==> config.mk <==
export PLATFORM = sky130hd
export DESIGN_NAME = ds_mem_sequencer
export DESIGN_NICKNAME = d
export VERILOG_FILES = /design/src/rtl/ds_mem_pkg.sv /design/src/rtl/ds_addr_counter.sv /design/src/rtl/ds_mem_sequencer.sv
export SDC_FILE = /design/constraint.sdc
export NUM_CORES = 1
export LEC_CHECK = 0
export BUFFER_PORTS_ARGS = -buffer_cell sky130_fd_sc_hd__buf_4
export CAP_MARGIN = 20
export CORE_ASPECT_RATIO = 0.5
export CORE_MARGIN = 2
export CORE_UTILIZATION = 45
export DETAILED_ROUTE_END_ITERATION = 6
export PLACE_DENSITY = 0.82
export REMOVE_ABC_BUFFERS = 1
export SLEW_MARGIN = 20
export SYNTH_ARGS = -nofsm -noshare
export SYNTH_HDL_FRONTEND = slang
export SYNTH_SLANG_ARGS = --single-unit
==> constraint.sdc <==
create_clock -name clock -period 5.24 [get_ports clock]
set_input_delay 1.048 -clock clock [delete_from_list [all_inputs] [get_ports clock]]
set_output_delay 1.048 -clock clock [all_outputs]
set_load 0.005 [all_outputs]
==> src/rtl/ds_mem_pkg.sv <==
// Shared status codes, FSM state encoding and width defaults for the data-memory sequencer.
package ds_mem_pkg;

  localparam int ADDR_W_DEF = 20;
  localparam int DATA_W_DEF = 8;

  localparam logic [1:0] ST_IDLE = 2'b00;
  localparam logic [1:0] ST_PROC = 2'b01;
  localparam logic [1:0] ST_LOAD = 2'b10;
  localparam logic [1:0] ST_DUMP = 2'b11;

  typedef logic [2:0] state_t;

  localparam state_t S_IDLE      = 3'd0;
  localparam state_t S_LOAD      = 3'd1;
  localparam state_t S_PROC      = 3'd2;
  localparam state_t S_DUMP_RD   = 3'd3;
  localparam state_t S_DUMP_WAIT = 3'd4;
  localparam state_t S_DUMP_TX   = 3'd5;
  localparam state_t S_DONE      = 3'd6;

  // DONE reports idle so the Processor sees the handover as soon as the last byte leaves.
  function automatic logic [1:0] status_of(input state_t s);
    case (s)
      S_LOAD:                           return ST_LOAD;
      S_PROC:                           return ST_PROC;
      S_DUMP_RD, S_DUMP_WAIT, S_DUMP_TX: return ST_DUMP;
      default:                          return ST_IDLE;
    endcase
  endfunction

endpackage

==> src/rtl/ds_addr_counter.sv <==
// Byte counter shared by the load and dump phases: synchronous clear, increment,
// and a compare against the caller-supplied terminal count.
module ds_addr_counter #(
  parameter int W = 8
) (
  input  logic         clk_i,
  input  logic         rst_n_i,
  input  logic         clr_i,
  input  logic         inc_i,
  input  logic [W-1:0] term_i,
  output logic [W-1:0] cnt_o,
  output logic         at_term_o
);

  logic [W-1:0] cnt_q, cnt_d;

  always_comb begin
    cnt_d = cnt_q;
    if (clr_i)      cnt_d = '0;
    else if (inc_i) cnt_d = cnt_q + 1'b1;
  end

  always_ff @(posedge clk_i) begin
    if (!rst_n_i) cnt_q <= '0;
    else          cnt_q <= cnt_d;
  end

  assign cnt_o     = cnt_q;
  assign at_term_o = (cnt_q == term_i);

endmodule

==> src/rtl/ds_mem_sequencer.sv <==
// Load / process / dump sequencer owning the single data-memory port around the downsampler.
// Optional DS_CHECKSUM_EN adds running mod-2^16 sums of loaded and transmitted bytes.
module ds_mem_sequencer
  import ds_mem_pkg::*;
#(
  parameter int              ADDR_W     = ADDR_W_DEF,
  parameter int              DATA_W     = DATA_W_DEF,
  parameter int              IMG_PIXELS = 65536,
  parameter logic [ADDR_W-1:0] OUT_BASE = 'h10000,
  parameter int              OUT_PIXELS = 16384
) (
  input  logic              clock,
  input  logic              reset_n,
  input  logic              start,
  input  logic [DATA_W-1:0] rx_data,
  input  logic              rx_valid,
  output logic              rx_ready,
  output logic [DATA_W-1:0] tx_data,
  output logic              tx_valid,
  input  logic              tx_ready,
  output logic [1:0]        status,
  input  logic              end_process,
  input  logic              p_dm_r,
  input  logic              p_dm_wr,
  input  logic [ADDR_W-1:0] p_addr,
  input  logic [DATA_W-1:0] p_wdata,
  output logic [DATA_W-1:0] p_rdata,
  output logic [ADDR_W-1:0] mem_addr,
  output logic [DATA_W-1:0] mem_wdata,
  output logic              mem_we,
  output logic              mem_re,
  input  logic [DATA_W-1:0] mem_rdata,
  output logic              done
`ifdef DS_CHECKSUM_EN
  ,
  output logic [15:0]       load_sum,
  output logic [15:0]       dump_sum
`endif
);

  localparam int MAX_PIX = (IMG_PIXELS > OUT_PIXELS) ? IMG_PIXELS : OUT_PIXELS;
  localparam int CNT_W   = $clog2(MAX_PIX) + 1;

  state_t            state_q, state_d;
  logic              rx_ready_q, rx_ready_d;
  logic              tx_valid_q, tx_valid_d;
  logic              done_q, done_d;
  logic [DATA_W-1:0] tx_data_q, tx_data_d;

  logic [CNT_W-1:0]  cnt, term;
  logic              at_term, cnt_clr, cnt_inc;
  logic              load_hs, tx_hs, start_hs;

  assign start_hs = (state_q == S_IDLE) && start;
  assign load_hs  = (state_q == S_LOAD) && rx_valid && rx_ready_q;
  assign tx_hs    = (state_q == S_DUMP_TX) && tx_valid_q && tx_ready;

  assign term    = (state_q == S_LOAD) ? CNT_W'(IMG_PIXELS - 1) : CNT_W'(OUT_PIXELS - 1);
  assign cnt_clr = start_hs || ((state_q == S_PROC) && end_process);
  assign cnt_inc = load_hs || tx_hs;

  ds_addr_counter #(.W(CNT_W)) u_cnt (
    .clk_i     (clock),
    .rst_n_i   (reset_n),
    .clr_i     (cnt_clr),
    .inc_i     (cnt_inc),
    .term_i    (term),
    .cnt_o     (cnt),
    .at_term_o (at_term)
  );

  always_comb begin
    state_d = state_q;
    case (state_q)
      S_IDLE:      if (start)              state_d = S_LOAD;
      S_LOAD:      if (load_hs && at_term) state_d = S_PROC;
      S_PROC:      if (end_process)        state_d = S_DUMP_RD;
      S_DUMP_RD:                           state_d = S_DUMP_WAIT;
      S_DUMP_WAIT:                         state_d = S_DUMP_TX;
      S_DUMP_TX:   if (tx_hs)              state_d = at_term ? S_DONE : S_DUMP_RD;
      S_DONE:                              state_d = S_IDLE;
      default:                             state_d = S_IDLE;
    endcase
  end

  // Handshake outputs are registered off the next state so they line up with the phase.
  assign rx_ready_d = (state_d == S_LOAD);
  assign tx_valid_d = (state_d == S_DUMP_TX);
  assign done_d     = (state_d == S_DONE);
  assign tx_data_d  = (state_q == S_DUMP_WAIT) ? mem_rdata : tx_data_q;

  always_ff @(posedge clock) begin
    if (!reset_n) begin
      state_q    <= S_IDLE;
      rx_ready_q <= 1'b0;
      tx_valid_q <= 1'b0;
      done_q     <= 1'b0;
      tx_data_q  <= '0;
    end else begin
      state_q    <= state_d;
      rx_ready_q <= rx_ready_d;
      tx_valid_q <= tx_valid_d;
      done_q     <= done_d;
      tx_data_q  <= tx_data_d;
    end
  end

  always_comb begin
    mem_addr  = '0;
    mem_wdata = '0;
    mem_we    = 1'b0;
    mem_re    = 1'b0;
    case (state_q)
      S_LOAD: begin
        mem_we    = load_hs;
        mem_addr  = ADDR_W'(cnt);
        mem_wdata = rx_data;
      end
      S_PROC: begin
        mem_we    = p_dm_wr;
        mem_re    = p_dm_r;
        mem_addr  = p_addr;
        mem_wdata = p_wdata;
      end
      S_DUMP_RD: begin
        mem_re   = 1'b1;
        mem_addr = OUT_BASE + ADDR_W'(cnt);
      end
      default: ;
    endcase
  end

  assign rx_ready = rx_ready_q;
  assign tx_valid = tx_valid_q;
  assign tx_data  = tx_data_q;
  assign done     = done_q;
  assign status   = status_of(state_q);
  assign p_rdata  = mem_rdata;

`ifdef DS_CHECKSUM_EN
  logic [15:0] load_sum_q, dump_sum_q;

  always_ff @(posedge clock) begin
    if (!reset_n || start_hs) begin
      load_sum_q <= '0;
      dump_sum_q <= '0;
    end else begin
      if (load_hs) load_sum_q <= load_sum_q + 16'(rx_data);
      if (tx_hs)   dump_sum_q <= dump_sum_q + 16'(tx_data_q);
    end
  end

  assign load_sum = load_sum_q;
  assign dump_sum = dump_sum_q;
`endif

endmodule
==> Yosys cells after proc, flatten, opt, wreduce, memory -nomap -nowiden <==
Cells that the tools add are included.
{ "classes": {"addsub": 2, "eq_ne": 9, "mux": 12, "bitwise": 1, "n_reduce_logical": 12} }
{ "ops": {"columns": ["cell", "n"], "rows": [
  ["one-hot mux 20 bit (3 select lines)", 1],
  ["adder 17 x 17 -> 18 bit (first input constant)", 1],
  ["one-hot mux 3 bit (6 select lines)", 1],
  ["adder 17 x 1 -> 17 bit (second input constant)", 1],
  ["== test 17 x 16 -> 1 bit", 1],
  ["two-way mux 16 bit", 1],
  ["one-hot mux 8 bit (2 select lines)", 1],
  ["two-way mux 3 bit", 5],
  ["== test 3 bit (second input constant)", 4],
  ["logical AND 1 bit", 7],
  ["== test 3 x 1 -> 1 bit (second input constant)", 2],
  ["== test 3 x 2 -> 1 bit (second input constant)", 2],
  ["one-hot mux 2 bit (3 select lines)", 1],
  ["one-hot mux 1 bit (2 select lines)", 2],
  ["logical NOT 3 bit", 1],
  ["OR reduction 3 bit", 1],
  ["logical OR 1 bit", 2],
  ["OR reduction 2 bit", 1],
  ["NOT 1 bit", 1]
]} }
{ "word_totals": {"reg_bits": 31, "in_bits": 52, "output_inout_bits": 51, "elab_cells": 42} }

==> Depth between registers and ports, before layout <==
{ "logic_depth": {"ltp_word": 7, "mapped_depth": 9, "mapped_depth_nobuf": 7} }

==> By module <==
From an unflattened synthesis, not the netlist that was laid out.
{ "hier_totals": {"hier_cells": 229, "hier_area_um2": 2025.7} }
{ "by_module_without_submodules": {"columns": ["module", "n_inst", "cells_per_inst", "area_per_inst_um2", "seq_area_each_um2"], "rows": [
  ["ds_mem_sequencer", 1, 119, 1064.8, 280.3],
  ["ds_addr_counter", 1, 110, 960.9, 340.3]
]} }

==> Worst setup path after synthesis <==
No wires, ideal clock.
{ "synth_timing": {"path_kind": "reg-to-output", "startpoint": "register state_q[2]", "endpoint": "output port mem_addr[14]", "t_arrival_ps": 1681, "required_time_ps": 4192, "path_slack_ps": 2511, "stages_incl_launch_ff": 9, "path_buffers": 3, "cell_sequence": "dfxtp_1 > buf_2 > clkbuf_1 > clkbuf_1 > nor2_1 > ha_1 > a21o_1 > nand2_1 > a21oi_1"} }
{ "synth_between": {"elab_chain_cells": 2, "word_cells_on_any_way": 4, "classes_between": "eq/ne (3); mux (1)"} }
{ "synth_lines": {"columns": ["element", "line_no", "source"], "rows": [
  ["from (decl)", "ds_mem_sequencer.sv:44", "state_t state_q, state_d;"],
  ["from (signal assigned)", "ds_mem_sequencer.sv:100", "state_q <= state_d;"],
  ["== test 3 x 2 -> 1 bit / == test 3 x 1 -> 1 bit (equally long branches)", "ds_mem_sequencer.sv:113", "case (state_q)"],
  ["one-hot mux 20 bit (3 select lines) *", "ds_mem_sequencer.sv:113", null],
  ["to (decl)", "ds_mem_sequencer.sv:28", "output logic [ADDR_W-1:0] mem_addr,"]
]} }
Every way passes the cells marked *; elsewhere a longest branch is shown, timed or not.

==> Worst setup path in the final report <==
{ "layout_timing": {"startpoint": "register state_q[1]", "endpoint": "output port mem_wdata[4]"} }
{ "layout_between": {"elab_chain_cells": 2, "word_cells_on_any_way": 3, "classes_between": "eq/ne (2); mux (1)"} }
{ "layout_lines": {"columns": ["element", "line_no", "source"], "rows": [
  ["== test 3 x 2 -> 1 bit / == test 3 x 1 -> 1 bit (equally long branches)", "ds_mem_sequencer.sv:113", null],
  ["one-hot mux 8 bit (2 select lines) *", "ds_mem_sequencer.sv:113", null],
  ["to (decl)", "ds_mem_sequencer.sv:29", "output logic [DATA_W-1:0] mem_wdata,"]
]} }
Marks and branches as above.

==> summary.txt <==
Status
  – Outcome: complete, no violations

Clock network
  – Resized Gates After CTS: 0
  – CTS tree: done
  – CTS root buffer: clkbuf_8
  – Clock buffer count from CTS: 5
  – CTS Sinks: 31
  – Quantity of hold-fixing buffers added after cts: 0
  – Worst skew pair latency: 0.28 ns
  – Clock Path Buffers: 2
  – Post-CTS Setup Bufs: 0
  – Depth of the CTS H-tree: 2
  – Clock Pin Slew Worst Setup and Hold Paths: 0.07 ns

Critical path
  – Max incr delay on CP: 0.67 ns
  – Type of element capturing the critical path: output port
  – Cell at the slowest stage of the critical path: dfxtp_1
  – Worst Path Buf+Inv: 3
  – Largest delay contributor family on the critical path: flip-flops
  – Worst r2r dst: rx_ready
  – Source of the critical timing path: state_q[1]
  – CP Cell Sequence: inv_1, nor2_1, buf_4, a22oi_1, nor2_1, buf_4
  – Worst setup endpoint: mem_wdata[4]
  – Maximum fanout along the worst path: 15
  – Worst R2R Start: state_q[0]
  – Number of cells on the critical path: 6
  – Launching element type of the critical path: register
  – Type of the worst setup path: reg2out
  – Worst reg-to-reg setup slack: 2.76 ns
  – FF-to-FF path depth: 7
  – Crit path required time: 4.19 ns
  – CP Data Arrival Time: 2.35 ns

Logic synthesis
  – Synth unique cells: 45
  – Share of the yosys chip area belonging to registers: 31.7%
  – Prevailing post-synth register cell: dfxtp_1
  – Post-synth top area share: 31.7%
  – Leading post-synthesis cells by instance count: 43 x nor2_1, 31 x dfxtp_1, 23 x a22oi_1
  – Number of synthesized register bits: 31
  – Gate Count Post-Synth: 243
  – Cells taking the most area after synthesis: dfxtp_1 32%, a22oi_1 8.8%, nor2_1 8.3%
  – Proportion of register bits with asynchronous set or reset after synthesis: 0%
  – Number of synthesized flops with an enable pin: 0
  – Mapped Area: 1960 sq um
  – Total number of yosys warnings: 0
  – Syn Area/Cell: 8.05 sq um
  – Most common cell in the netlist: nor2_1
  – Library cell occupying the most area in the post-synthesis netlist: dfxtp_1

Finish
  – Final instance area: 2770 sq um
  – Ratio of cells with drive above 1 in the final layout: 37.8%
  – Layout-stage area growth over the synthesis result: 41.4%
  – Diode count: 0
  – Final net count: 386
  – Post-layout util: 68.4%

Timing
  – Total count of hold-check failures in the final report: 0
  – Post-layout minimum cycle time: 3.40 ns
  – Clock Skew: 0.00339 ns
  – F_max: 295 MHz
  – Final critical-path share of the clock period: 64.8%
  – Fin worst setup slack: 1.84 ns
  – RSZ-0062 raised after global routing: no
  – Least-Margin Pin Slew: 0.699 ns
  – Pins over their slew limit: 0
  – Worst slew margin relative to its limit: 53.4%
  – Setup total negative slack: 0 ns
  – Final count of negative-setup-slack endpoints: 0

GRT
  – Initial antenna violation count: 0
  – Total congestion overflow: 0
  – Largest net degree at the start of global routing: 42
  – Total Routing Usage GR: 21.6%
  – Number of global-route vias before repair: 1,930
  – First-pass GRT wire length: 8680 um

Routing
  – Number of DRC violations after detailed-routing iteration 0: 99
  – Remaining antenna violation count after routing: 0
  – Vias per inst: 5.36
  – Detailed Route WL: 5380 um
  – Drt drc: 0
  – Routed WL per cell: 14.0 um
  – Total via count after detailed routing: 2,065
  – Number of iterations in the first detailed-routing pass: 4

Floorplan
  – Starting Density: 48.4%
  – Die Ht: 50.6 um
  – Die boundary width: 97.2 um
  – Die area: 4920 sq um
  – Number of top-level pins: 103
  – Placeable Area: 4040 sq um
  – Number of rows created at floorplan: 16

Worst hold path
  – Path class of the lowest-slack min-delay path: reg2reg

Power and ir drop
  – Maximum vdd drop: 116 uV
  – PD cells: 204 nW/um^2
  – Static Leak: 1.23 nW
  – Total design power: 0.563 mW

Run
  – Number of violations of the max-capacitance limit: 0

Placement
  – Placer's final routability congestion estimate: 0.829
  – Placed instance area: 2670 sq um
  – Input/output buffers: 102
  – Pre-CTS setup slack: 1.70 ns
  – Detailed placement HPWL: 3990 um
==> cell type report <==
cell class                      instances  area, sq um
Multi-Input combinational cell        186         1200
Tap cell                               54         67.6
Fill cell                             333         1280
Clock inverter                          1         5.00
Inverter                                3         11.3
Sequential cell                        31          622
Clock buffer                            6         82.6
Timing Repair Buffer                  104          781
==> routing by layer <==
metal / up-vias / share of wire [%] / global-route usage, %
met5: - / 0 / 0
met4: 0 / 0.52 / 5.32
met3: 5 / 4.8 / 5.43
met2: 57 / 50 / 38.8
met1: 986 / 44 / 26.4
li1: 1017 / - / -
==> through the flow <==
| step | cells | hold WS (ns) |
|---|---|---|
| final | 385 | 0.495 |
| after global routing | 385 | 0.532 |
| after CTS | 385 | 0.489 |
| after detailed placement | 378 | 0.481 |
| after global placement | 378 | 0.475 |
| after floorplan | 220 | 0.457 |
==> flip-flops by register name, summed over array words and instances (netlist names) <==
register     flops
rx_ready         1
tx_valid         1
u_cnt.cnt_o     17
tx_data          8
done             1
state_q          3
==> kinds of logic after synthesis <==
| logic type | after synthesis | synth area share (%) |
|---|---|---|
| DFF | 31 | 31.7 |
| buffers and inverters | 26 | 7.23 |
| and+or+nand+nor | 111 | 28.9 |
| AOI/OAI and AO/OA | 48 | 18.8 |
| muxes | 10 | 5.12 |
| xor gates and xnor gates | 14 | 6.27 |
| adders and majority gates | 3 | 1.92 |
==> where the power goes <==
part           total [mW]  leakage, nW  internal, mW  switching [mW]
sequential          0.257        0.250         0.240          0.0169
combinational       0.114        0.937        0.0643          0.0496
clock               0.192       0.0470         0.103          0.0892
==> placed cells by master (no fill, tap or decap), drive strengths merged, types with 2 or more instances in the layout <==
master,instances
nand2,17
dfxtp,31
o21a,2
inv,3
xnor2,5
a21o,2
nor2b,11
nand4,4
nor3b,2
nor3,3
ha,3
and4,2
clkbuf,6
mux2i,10
a21oi,6
o21ai,7
buf,104
nor2,45
and2,5
o31ai,2
a22oi,23
nand3,9
nand2b,3
xor2,9
a21boi,2
and3,5
==> tightest hold or removal path, stage by stage, from the launching register on <==
cell and delay (ns):
dfxtp_1 0.34, nand2_1 0.06, a21oi_1 0.05
==> how the worst min path moves through the flow <==
| stage | startpoint | to | depth (start not counted) |
|---|---|---|---|
| floorplan | u_cnt.cnt_o[1] | u_cnt.cnt_o[1] | 2 |
| finish | u_cnt.cnt_o[13] | u_cnt.cnt_o[13] | 2 |
| global route | u_cnt.cnt_o[1] | u_cnt.cnt_o[1] | 2 |
| CTS | u_cnt.cnt_o[1] | u_cnt.cnt_o[1] | 2 |
| global placement | u_cnt.cnt_o[1] | u_cnt.cnt_o[1] | 2 |
| detailed placement | u_cnt.cnt_o[1] | u_cnt.cnt_o[1] | 2 |
Power figures use the tool's default switching activity.
